## config.mk

```make
export PLATFORM = sky130hd
export DESIGN_NAME = throw_turn_ctrl
export DESIGN_NICKNAME = d
export VERILOG_FILES = /design/src/rtl/throw_turn_ctrl.sv
export SDC_FILE = /design/constraint.sdc
export NUM_CORES = 1
export LEC_CHECK = 0
export BUFFER_PORTS_ARGS = -buffer_cell sky130_fd_sc_hd__buf_2
export CORE_ASPECT_RATIO = 2
export CORE_MARGIN = 5
export CORE_UTILIZATION = 55
export DETAILED_ROUTE_END_ITERATION = 16
export PLACE_DENSITY_LB_ADDON = 0.1
export SLEW_MARGIN = 20
export SYNTH_ARGS = -nofsm -noshare
export SYNTH_HDL_FRONTEND = slang
export SYNTH_SLANG_ARGS = --single-unit
```

## constraint.sdc

```tcl
create_clock -name clk -period 5.8 [get_ports clk]
set_input_delay 0.87 -clock clk [delete_from_list [all_inputs] [get_ports clk]]
set_output_delay 0.87 -clock clk [all_outputs]
set_load 0.05 [all_outputs]
```

## src/rtl/throw_turn_ctrl.sv

```systemverilog
`default_nettype none
// ============================================================================
// Module      : throw_turn_ctrl
// Description : Per-turn throw engine. It charges power from the owner's fire
//               button, times the projectile flight, resolves hit/miss and
//               owns both HP registers. Optional AIM forfeit: TURN_TIMEOUT_EN.
// Revision    : 1.0 - initial release
// ============================================================================
module throw_turn_ctrl #(
    parameter int unsigned HP_MAX     = 100,
    parameter int unsigned DMG        = 20,
    parameter int unsigned PWR_MAX    = 255,
    parameter int unsigned CHARGE_DIV = 4,
    parameter int unsigned TARGET_PWR = 160,
    parameter int unsigned HIT_TOL    = 12,
    parameter int unsigned FLIGHT_CYC = 64
`ifdef TURN_TIMEOUT_EN
    ,
    parameter int unsigned TIMEOUT_CYC = 1000
`endif
) (
    input  logic       clk,
    input  logic       rst_n,
    input  logic       game_idle,
    input  logic       next_turn,
    input  logic       dog_turn,
    input  logic       cat_turn,
    input  logic       fire_local,
    input  logic       fire_remote,
    output logic       turn_done_dog,
    output logic       turn_done_cat,
    output logic [9:0] hp_dog,
    output logic [9:0] hp_cat,
    output logic [7:0] power,
    output logic       proj_active,
    output logic       hit
);

    localparam int unsigned DIV_W = (CHARGE_DIV > 1) ? $clog2(CHARGE_DIV) : 1;
    localparam int unsigned FLT_W = (FLIGHT_CYC > 1) ? $clog2(FLIGHT_CYC) : 1;
    localparam logic [DIV_W-1:0] DIV_LAST  = DIV_W'(CHARGE_DIV - 1);
    localparam logic [FLT_W-1:0] FLT_LAST  = FLT_W'(FLIGHT_CYC - 1);
    // The press cycle itself counts as the first charge cycle.
    localparam logic [DIV_W-1:0] DIV_FIRST = (CHARGE_DIV > 1) ? DIV_W'(1) : '0;
    localparam logic [7:0]       PWR_FIRST = (CHARGE_DIV > 1) ? 8'd0 : 8'd1;
    localparam logic [9:0]       HP_INIT   = 10'(HP_MAX);
    localparam logic [9:0]       DMG_V     = 10'(DMG);
    localparam logic [7:0]       PWR_SAT   = 8'(PWR_MAX);
    localparam logic [8:0]       TARGET_V  = 9'(TARGET_PWR);
    localparam logic [8:0]       TOL_V     = 9'(HIT_TOL);
`ifdef TURN_TIMEOUT_EN
    localparam int unsigned TO_W = (TIMEOUT_CYC > 1) ? $clog2(TIMEOUT_CYC) : 1;
    localparam logic [TO_W-1:0] TO_LAST = TO_W'(TIMEOUT_CYC - 1);
`endif

    typedef enum logic [2:0] {
        S_IDLE    = 3'd0,
        S_AIM     = 3'd1,
        S_CHARGE  = 3'd2,
        S_FLIGHT  = 3'd3,
        S_RESOLVE = 3'd4,
        S_DONE    = 3'd5
    } state_t;

    state_t           state_q, state_d;
    logic             owner_dog_q, owner_dog_d;
    logic             fire_prev_q, fire_prev_d;
    logic [7:0]       power_q, power_d;
    logic [DIV_W-1:0] div_q, div_d;
    logic [FLT_W-1:0] flt_q, flt_d;
    logic             hit_q, hit_d;
    logic [9:0]       hp_dog_q, hp_dog_d;
    logic [9:0]       hp_cat_q, hp_cat_d;
    logic             done_dog_q, done_dog_d;
    logic             done_cat_q, done_cat_d;
`ifdef TURN_TIMEOUT_EN
    logic [TO_W-1:0]  to_q, to_d;
`endif

    logic              fire_idle_sel;
    logic              fire;
    logic              fire_rise;
    logic signed [8:0] diff;
    logic [8:0]        abs_diff;
    logic              hit_now;
    logic [9:0]        target_hp;
    logic [9:0]        dmg_hp;

    // In IDLE the owner is not latched yet, so follow the live turn flags;
    // this primes fire_prev so a button held at turn entry is not an edge.
    assign fire_idle_sel = dog_turn ? fire_local : (cat_turn ? fire_remote : 1'b0);
    assign fire          = (state_q == S_IDLE) ? fire_idle_sel
                                               : (owner_dog_q ? fire_local : fire_remote);
    assign fire_rise     = fire && !fire_prev_q;

    assign diff      = $signed({1'b0, power_q}) - $signed(TARGET_V);
    assign abs_diff  = diff[8] ? 9'(-diff) : 9'(diff);
    assign hit_now   = (abs_diff <= TOL_V);
    assign target_hp = owner_dog_q ? hp_cat_q : hp_dog_q;
    assign dmg_hp    = (target_hp < DMG_V) ? 10'd0 : (target_hp - DMG_V);

    always_comb begin
        state_d     = state_q;
        owner_dog_d = owner_dog_q;
        fire_prev_d = fire;
        power_d     = power_q;
        div_d       = div_q;
        flt_d       = flt_q;
        hit_d       = hit_q;
        hp_dog_d    = hp_dog_q;
        hp_cat_d    = hp_cat_q;
        done_dog_d  = 1'b0;
        done_cat_d  = 1'b0;
`ifdef TURN_TIMEOUT_EN
        to_d        = to_q;
`endif
        case (state_q)
            S_IDLE: begin
                if (game_idle) begin
                    hp_dog_d = HP_INIT;
                    hp_cat_d = HP_INIT;
                    power_d  = 8'd0;
                    hit_d    = 1'b0;
                end
                if (next_turn && (dog_turn ^ cat_turn)) begin
                    state_d     = S_AIM;
                    owner_dog_d = dog_turn;
`ifdef TURN_TIMEOUT_EN
                    to_d        = '0;
`endif
                end
            end
            S_AIM: begin
                if (!next_turn) begin
                    state_d = S_IDLE;
                end else if (fire_rise) begin
                    state_d = S_CHARGE;
                    power_d = PWR_FIRST;
                    div_d   = DIV_FIRST;
                    hit_d   = 1'b0;
                end
`ifdef TURN_TIMEOUT_EN
                else if (to_q == TO_LAST) begin
                    state_d    = S_DONE;
                    power_d    = 8'd0;
                    hit_d      = 1'b0;
                    done_dog_d = owner_dog_q;
                    done_cat_d = !owner_dog_q;
                end else begin
                    to_d = to_q + 1'b1;
                end
`endif
            end
            S_CHARGE: begin
                if (!next_turn) begin
                    state_d = S_IDLE;
                end else if (!fire) begin
                    state_d = S_FLIGHT;
                    flt_d   = '0;
                end else if (div_q == DIV_LAST) begin
                    div_d = '0;
                    if (power_q != PWR_SAT) begin
                        power_d = power_q + 8'd1;
                    end
                end else begin
                    div_d = div_q + 1'b1;
                end
            end
            S_FLIGHT: begin
                if (!next_turn) begin
                    state_d = S_IDLE;
                end else if (flt_q == FLT_LAST) begin
                    state_d = S_RESOLVE;
                end else begin
                    flt_d = flt_q + 1'b1;
                end
            end
            S_RESOLVE: begin
                if (!next_turn) begin
                    state_d = S_IDLE;
                end else begin
                    state_d = S_DONE;
                    hit_d   = hit_now;
                    if (hit_now) begin
                        if (owner_dog_q) hp_cat_d = dmg_hp;
                        else             hp_dog_d = dmg_hp;
                    end
                    // Registered pulse lands in the same cycle the new HP is visible.
                    done_dog_d = owner_dog_q;
                    done_cat_d = !owner_dog_q;
                end
            end
            S_DONE: begin
                if (!next_turn) state_d = S_IDLE;
            end
            default: state_d = S_IDLE;
        endcase
    end

    always_ff @(posedge clk or negedge rst_n) begin
        if (!rst_n) begin
            state_q     <= S_IDLE;
            owner_dog_q <= 1'b0;
            fire_prev_q <= 1'b0;
            power_q     <= 8'd0;
            div_q       <= '0;
            flt_q       <= '0;
            hit_q       <= 1'b0;
            hp_dog_q    <= HP_INIT;
            hp_cat_q    <= HP_INIT;
            done_dog_q  <= 1'b0;
            done_cat_q  <= 1'b0;
`ifdef TURN_TIMEOUT_EN
            to_q        <= '0;
`endif
        end else begin
            state_q     <= state_d;
            owner_dog_q <= owner_dog_d;
            fire_prev_q <= fire_prev_d;
            power_q     <= power_d;
            div_q       <= div_d;
            flt_q       <= flt_d;
            hit_q       <= hit_d;
            hp_dog_q    <= hp_dog_d;
            hp_cat_q    <= hp_cat_d;
            done_dog_q  <= done_dog_d;
            done_cat_q  <= done_cat_d;
`ifdef TURN_TIMEOUT_EN
            to_q        <= to_d;
`endif
        end
    end

    assign turn_done_dog = done_dog_q;
    assign turn_done_cat = done_cat_q;
    assign hp_dog        = hp_dog_q;
    assign hp_cat        = hp_cat_q;
    assign power         = power_q;
    assign proj_active   = (state_q == S_FLIGHT);
    assign hit           = hit_q;

endmodule
`default_nettype wire
```

# ---- Word-level counts from Yosys, hierarchy flattened
# Cells that the tools add are included.
dict set report totals {
  reg_bits 44
  in_bits 8
  output_inout_bits 32
  word_cells 119
}
dict set report op_classes {
  n_addsub 6
  magnitude_cmp 2
  n_eq_ne 27
  muxes 54
  bitwise_logic 1
  reduce_logical 18
}
# op count
set op_table {}
lappend op_table {{10-bit two-way mux} 9}
lappend op_table {{8-bit two-way mux} 7}
lappend op_table {{10-bit one-hot mux with 2 select lines} 2}
lappend op_table {{2-bit inequality test (second input constant)} 15}
lappend op_table {{5-bit AND reduction} 6}
lappend op_table {{3-bit two-way mux} 9}
lappend op_table {{6-bit two-way mux} 4}
lappend op_table {{8-bit one-hot mux with 3 select lines} 1}
lappend op_table {{3-bit one-hot mux with 6 select lines} 1}
lappend op_table {{1-bit two-way mux} 12}
lappend op_table {{6-bit one-hot mux with 2 select lines} 1}
lappend op_table {{10-bit by 5-bit less-than comparator with 1-bit output (second input constant)} 1}
lappend op_table {{2-bit two-way mux} 5}
lappend op_table {{10-bit by 5-bit subtractor with 10-bit output (second input constant)} 1}
lappend op_table {{9-bit by 4-bit less-or-equal comparator with 1-bit output (second input constant)} 1}
lappend op_table {{9-bit two-way mux} 1}
lappend op_table {{9-bit negation} 1}
lappend op_table {{8-bit by 8-bit subtractor with 9-bit output (second input constant)} 1}
lappend op_table {{8-bit by 1-bit adder with 8-bit output (second input constant)} 1}
lappend op_table {{8-bit inequality test (second input constant)} 1}
lappend op_table {{8-bit AND reduction} 1}
lappend op_table {{6-bit by 1-bit adder with 6-bit output (second input constant)} 1}
lappend op_table {{3-bit by 2-bit == test with 1-bit output (second input constant)} 2}
lappend op_table {{3-bit == test (second input constant)} 2}
lappend op_table {{other kinds (16)} 22}

# ---- Depth between registers and ports, before layout
dict set report logic_depth {
  word_depth 7
  mapped_depth 11
  depth_no_buf 8
}

# ---- Worst setup path before layout
# OpenSTA, ideal clock, no wires.
dict set report synth_timing {
  path_kind {register to register}
  from {register owner_dog_q}
  to {register hp_cat_q[0] (netlist: hp_cat[0])}
  setup_time_ns 0.119
  arrival_ns 2.704
  required_ns 5.681
  slack_ns 2.976
  stages_incl_launch_ff 12
  path_buffers 3
  period_less_slack_ns 2.824
  path_cell_list {dfrtp_1 > buf_2 > buf_1 > mux2i_1 > ha_1 > inv_1 > a211oi_1 > o211ai_1 > and2_0 > clkbuf_1 > a221o_1 > and2_1}
}
dict set report synth_via {
  elab_chain_len 7
  word_cells_on_any_way 10
  cone_classes {1 x add/sub; 1 x order compare; 1 x eq/ne; 6 x mux; 1 x reduce/logical}
}
# item line
set synth_rtl {}
lappend synth_rtl {{from (decl)} 66} ;# logic owner_dog_q, owner_dog_d;
lappend synth_rtl {{from (signal assigned)} 218} ;# owner_dog_q <= owner_dog_d;
lappend synth_rtl {{10-bit two-way mux} 99} ;# assign target_hp = owner_dog_q ? hp_cat_q : hp_dog_q;
lappend synth_rtl {{10-bit by 5-bit subtractor with 10-bit output / 10-bit by 5-bit less-than comparator with 1-bit output (equally long branches)} 100} ;# assign dmg_hp = (target_hp < DMG_V) ? 10'd0 : (target_hp - DMG_V);
lappend synth_rtl {{10-bit two-way mux} 100}
lappend synth_rtl {{10-bit two-way mux} 185} ;# if (owner_dog_q) hp_cat_d = dmg_hp;
lappend synth_rtl {{10-bit two-way mux} 184} ;# if (hit_now) begin
lappend synth_rtl {{10-bit two-way mux} 179} ;# if (!next_turn) begin
lappend synth_rtl {{10-bit one-hot mux with 2 select lines} 117} ;# case (state_q)
lappend synth_rtl {{to (signal assigned)} 225} ;# hp_cat_q <= hp_cat_d;
lappend synth_rtl {{to (decl)} 73} ;# logic [9:0] hp_cat_q, hp_cat_d;
# Several ways; a longest one is shown, not always the timed one. The select of a mux whose other input is x is not followed.
# A chain may end at the register's enable or synchronous reset.

# ---- Worst setup path after layout
dict set report layout_timing {
  from {register owner_dog_q}
  to {register hp_dog_q[1] (netlist: hp_dog[1])}
}
dict set report layout_via {
  elab_chain_len 7
  word_cells_on_any_way 10
  cone_classes {1 x add/sub; 1 x order compare; 1 x eq/ne; 6 x mux; 1 x reduce/logical}
}
# item line
set layout_rtl {}
lappend layout_rtl {{10-bit two-way mux} 99}
lappend layout_rtl {{10-bit by 5-bit subtractor with 10-bit output / 10-bit by 5-bit less-than comparator with 1-bit output (equally long branches)} 100}
lappend layout_rtl {{10-bit two-way mux} 100}
lappend layout_rtl {{10-bit two-way mux} 185}
lappend layout_rtl {{10-bit two-way mux} 184}
lappend layout_rtl {{10-bit two-way mux} 179}
lappend layout_rtl {{10-bit one-hot mux with 2 select lines} 117}
lappend layout_rtl {{to (signal assigned)} 224} ;# hp_dog_q <= hp_dog_d;
lappend layout_rtl {{to (decl)} 72} ;# logic [9:0] hp_dog_q, hp_dog_d;
# Several ways; a longest one is shown, not always the timed one. The select of a mux whose other input is x is not followed.

==> impl_metrics.yaml <==
status:
  outcome: "completed"
power:
  leakagePower_nw: 1.46
  pwr_density_cell_nw_per_um2: 281
  peakVddDrop_v: 0.000191
final_layout:
  antenna_cells: 0
  area_delta_synth_final_pct: 8.43
  final_nets: 361
  drive_above_1_share_pct: 18.3
sta:
  final_setup_slack_of_the_worst_path_ns: 2.73
  final.period_utilization_pct: 53.0
  final.setup_skew_ns: 0.00881
  rsz0062_at_grt: "no"
  hold_viol: 0
  report.final.setup_viol: 0
  setup_tns_ns: 0
  final_hold_slack_ns: 0.494
  slew_headroom_pct: 34.6
  achievable_freq_ghz: 0.325
  slew_viol_final: 0
  layout_min_cycle_time_ns: 3.07
  worst_slew_pin_slew_ns: 0.980
run:
  cap_violations: 0
critical_path:
  critPathMaxFanout: 24
  worst_path_dominant_cell_family: "compound AO/OA/AOI/OAI gates"
  critPathSlowestCell: "sky130_fd_sc_hd__dfrtp_1"
  worst-endpoint-required_ns: 6.00
  timing.critical_path.cells: "mux2i_1 > ha_1 > inv_1 > a211oi_1 > o211ai_1 > and2_0 > a221o_1 > and2_1"
  timing.setup.critical_path_class: "reg -> reg"
  critical_path.max_stage_delay_ns: 0.92
  worstPathArrival_ns: 3.27
  path_buf_inv: 1
  startpoint_type: "register"
  critical_path.endpoint_type: "register"
placement:
  io_buffers: 39
  finalWeightedCongestion: 0.952
  dp_hpwl_um: 5250
  post-place-ws_ns: 2.78
synth:
  synthDominantCellAreaShare_pct: 32.9
  synth-compound-area-share_pct: 20.3
  synth_fp_nets: 332
  synth_most_common_cell: "sky130_fd_sc_hd__dfrtp_1"
  synth_area_per_cell_um2: 9.18
  synth_adder_area_share_pct: 3.89
  muxShareOfSynthArea_pct: 6.23
  synth_top_area_cell: "sky130_fd_sc_hd__dfrtp_1"
  synth_top_family_by_area: "simple AND/OR/NAND/NOR gates"
  synth_edf_count: 0
  netlist_instances: 315
  ys_top_cells_by_count: "sky130_fd_sc_hd__dfrtp_1 (38), sky130_fd_sc_hd__nand2_1 (32), sky130_fd_sc_hd__o21ai_0 (27), sky130_fd_sc_hd__nor2_1 (24), sky130_fd_sc_hd__mux2i_1 (18)"
  post_synth_and_or_nand_nor_area_fraction_pct: 22.7
  ys_dominant_reg_cell: "sky130_fd_sc_hd__dfrtp_1"
  yosys.area_share.xor_xnor_pct: 2.72
  yosysWarnings: 0
  synthDistinctLibCells: 65
  synth.top_cells.by_area: "sky130_fd_sc_hd__dfrtp_1 (33%), sky130_fd_sc_hd__mux2i_1 (6.2%), sky130_fd_sc_hd__dfstp_2 (5.4%)"
  synth-seq-area-share_pct: 38.3
  synth.ff_latch_count: 44
  async_set_reset_flop_share_out_of_synthesis_pct: 100
  synthesized_cell_area_um2: 2890
clock_network:
  clock-sinks: 44
  longest_clk_path_bufs: 2
  cts-htree-levels: 2
  clock_pin_transition_on_the_worst_setup_and_hold_timing_paths_ns: 0.09
  clock_tree_from_tritoncts: "done"
  clk_latency_ns: 0.30
  cts_resized: 0
  cts-buffers-inserted: 5
  holdBufCountCts: 0
  cts.root.buffer_cell: "sky130_fd_sc_hd__clkbuf_8"
  post_cts_buffers: 0
die:
  floorplan.initialDensity_pct: 56.3
  die_height_um: 113
  width_of_the_chip_um: 61.3
  floorplan.die_area_um2: 6900
  rows: 37
  fp.coreArea_um2: 5140
  top_level_ports: 40
detailed_routing:
  drt_first_iter_violations: 107
  post_drt_via_cell_ratio: 6.12
  drt_drc_violations_left: 0
  ant_nets: 0
  routed_wire_length_per_instance_um: 17.0
  detailroute.via_count: 2465
  drtPass1Iterations: 4
  wl_um: 6850
global_routing:
  antenna_found_initial: 0
  grt_max_degree: 45
  grt-ovfl-total: 0
  grt_pass1_wl_um: 11500
  gr_usage_total_pct: 21.6
  via_count_of_the_first_global_routing_pass: 2510
min_path:
  hold_class: "reg -> reg"
==> cells in the final DEF, fill, tap and decap left out, types with 5 or more instances in the layout <==
| cell type | instances |
|---|---|
| sky130_fd_sc_hd__nor2b_1 | 5 |
| sky130_fd_sc_hd__nor3_1 | 8 |
| sky130_fd_sc_hd__and2_1 | 9 |
| sky130_fd_sc_hd__xnor2_1 | 7 |
| sky130_fd_sc_hd__mux2i_1 | 18 |
| sky130_fd_sc_hd__clkbuf_8 | 5 |
| sky130_fd_sc_hd__o21ai_0 | 27 |
| sky130_fd_sc_hd__nand2b_1 | 7 |
| sky130_fd_sc_hd__buf_2 | 39 |
| sky130_fd_sc_hd__nand2_1 | 32 |
| sky130_fd_sc_hd__a21oi_1 | 8 |
| sky130_fd_sc_hd__inv_1 | 15 |
| sky130_fd_sc_hd__dfrtp_1 | 38 |
| sky130_fd_sc_hd__dfstp_2 | 6 |
| sky130_fd_sc_hd__o31ai_1 | 6 |
| sky130_fd_sc_hd__ha_1 | 9 |
| sky130_fd_sc_hd__nand3_1 | 7 |
| sky130_fd_sc_hd__nor2_1 | 24 |
==> final timing paths <==
| check | slack (ns) | cells after the start | from | to |
|---|---|---|---|---|
| worst max-delay path | 2.73 | 8 | owner_dog_q | hp_dog[1] |
| worst min-delay path | 0.49 | 1 | flt_q[5] | flt_q[5] |
| worst max register to register | 2.73 | 8 | owner_dog_q | hp_dog[1] |
| worst min register to register | 0.49 | 1 | flt_q[5] | flt_q[5] |
| max in group asynchronous | 4.46 | 1 | rst_n | hp_cat[3] |
| min in group asynchronous | 0.72 | 1 | rst_n | turn_done_dog |
==> cell type report <==
class	count	area (µm²)
Sequential cell	44	1110
Timing Repair Buffer	39	195
Fill cell	483	2000
Clock inverter	3	18.8
Tap cell	58	72.6
Multi-Input combinational cell	239	1620
Clock buffer	5	68.8
Inverter	15	56.3
==> cells by family (layout without fill, tap and decap cells) <==
kind of cell,after synthesis,in the layout
XOR/XNOR,9,9
buffers and inverters,32,62
AND/OR/NAND/NOR,122,122
AO/OA/AOI/OAI,81,81
adder cells (fa/ha/maj),9,9
multiplexers,18,18
flip-flops,44,44
==> power by group <==
group | internal (mW) | switching, mW | total (mW)
Clock | 0.0840 | 0.109 | 0.193
Combinational | 0.111 | 0.186 | 0.296
Sequential | 0.329 | 0.0629 | 0.392
==> through the flow <==
step / total power, mW / cells / utilization, % / instance area, µm²
floorplan: 0.622 / 315 / - / 2890
global placement: 0.689 / 395 / 59.3 / 3050
detailed placement: 0.694 / 395 / 59.3 / 3050
CTS: 0.888 / 403 / 61.0 / 3140
global route: 0.945 / 403 / 61.0 / 3140
finish: 0.881 / 403 / 61.0 / 3140
==> worst register-to-register path, cell delays in order, from the launching register on <==
cell,delay (ns)
sky130_fd_sc_hd__dfrtp_1,0.92
sky130_fd_sc_hd__mux2i_1,0.32
sky130_fd_sc_hd__ha_1,0.20
sky130_fd_sc_hd__inv_1,0.07
sky130_fd_sc_hd__a211oi_1,0.41
sky130_fd_sc_hd__o211ai_1,0.15
sky130_fd_sc_hd__and2_0,0.32
sky130_fd_sc_hd__a221o_1,0.42
sky130_fd_sc_hd__and2_1,0.16
==> registers in the layout, summed over array words and instances, names as in the netlist <==
| signal | cells |
|---|---|
| owner_dog_q | 1 |
| turn_done_cat | 1 |
| state_q | 3 |
| flt_q | 6 |
| div_q | 2 |
| fire_prev_q | 1 |
| power | 8 |
| turn_done_dog | 1 |
| hp_cat | 10 |
| hit | 1 |
| hp_dog | 10 |
==> layer usage <==
layer	share of wire [%]	GRT usage (%)
met2	57	40.0
met1	37	23.6
met3	3.5	2.88
met4	1.8	7.24
met5	0	0
No activity file was read; power rests on OpenSTA's default activity.
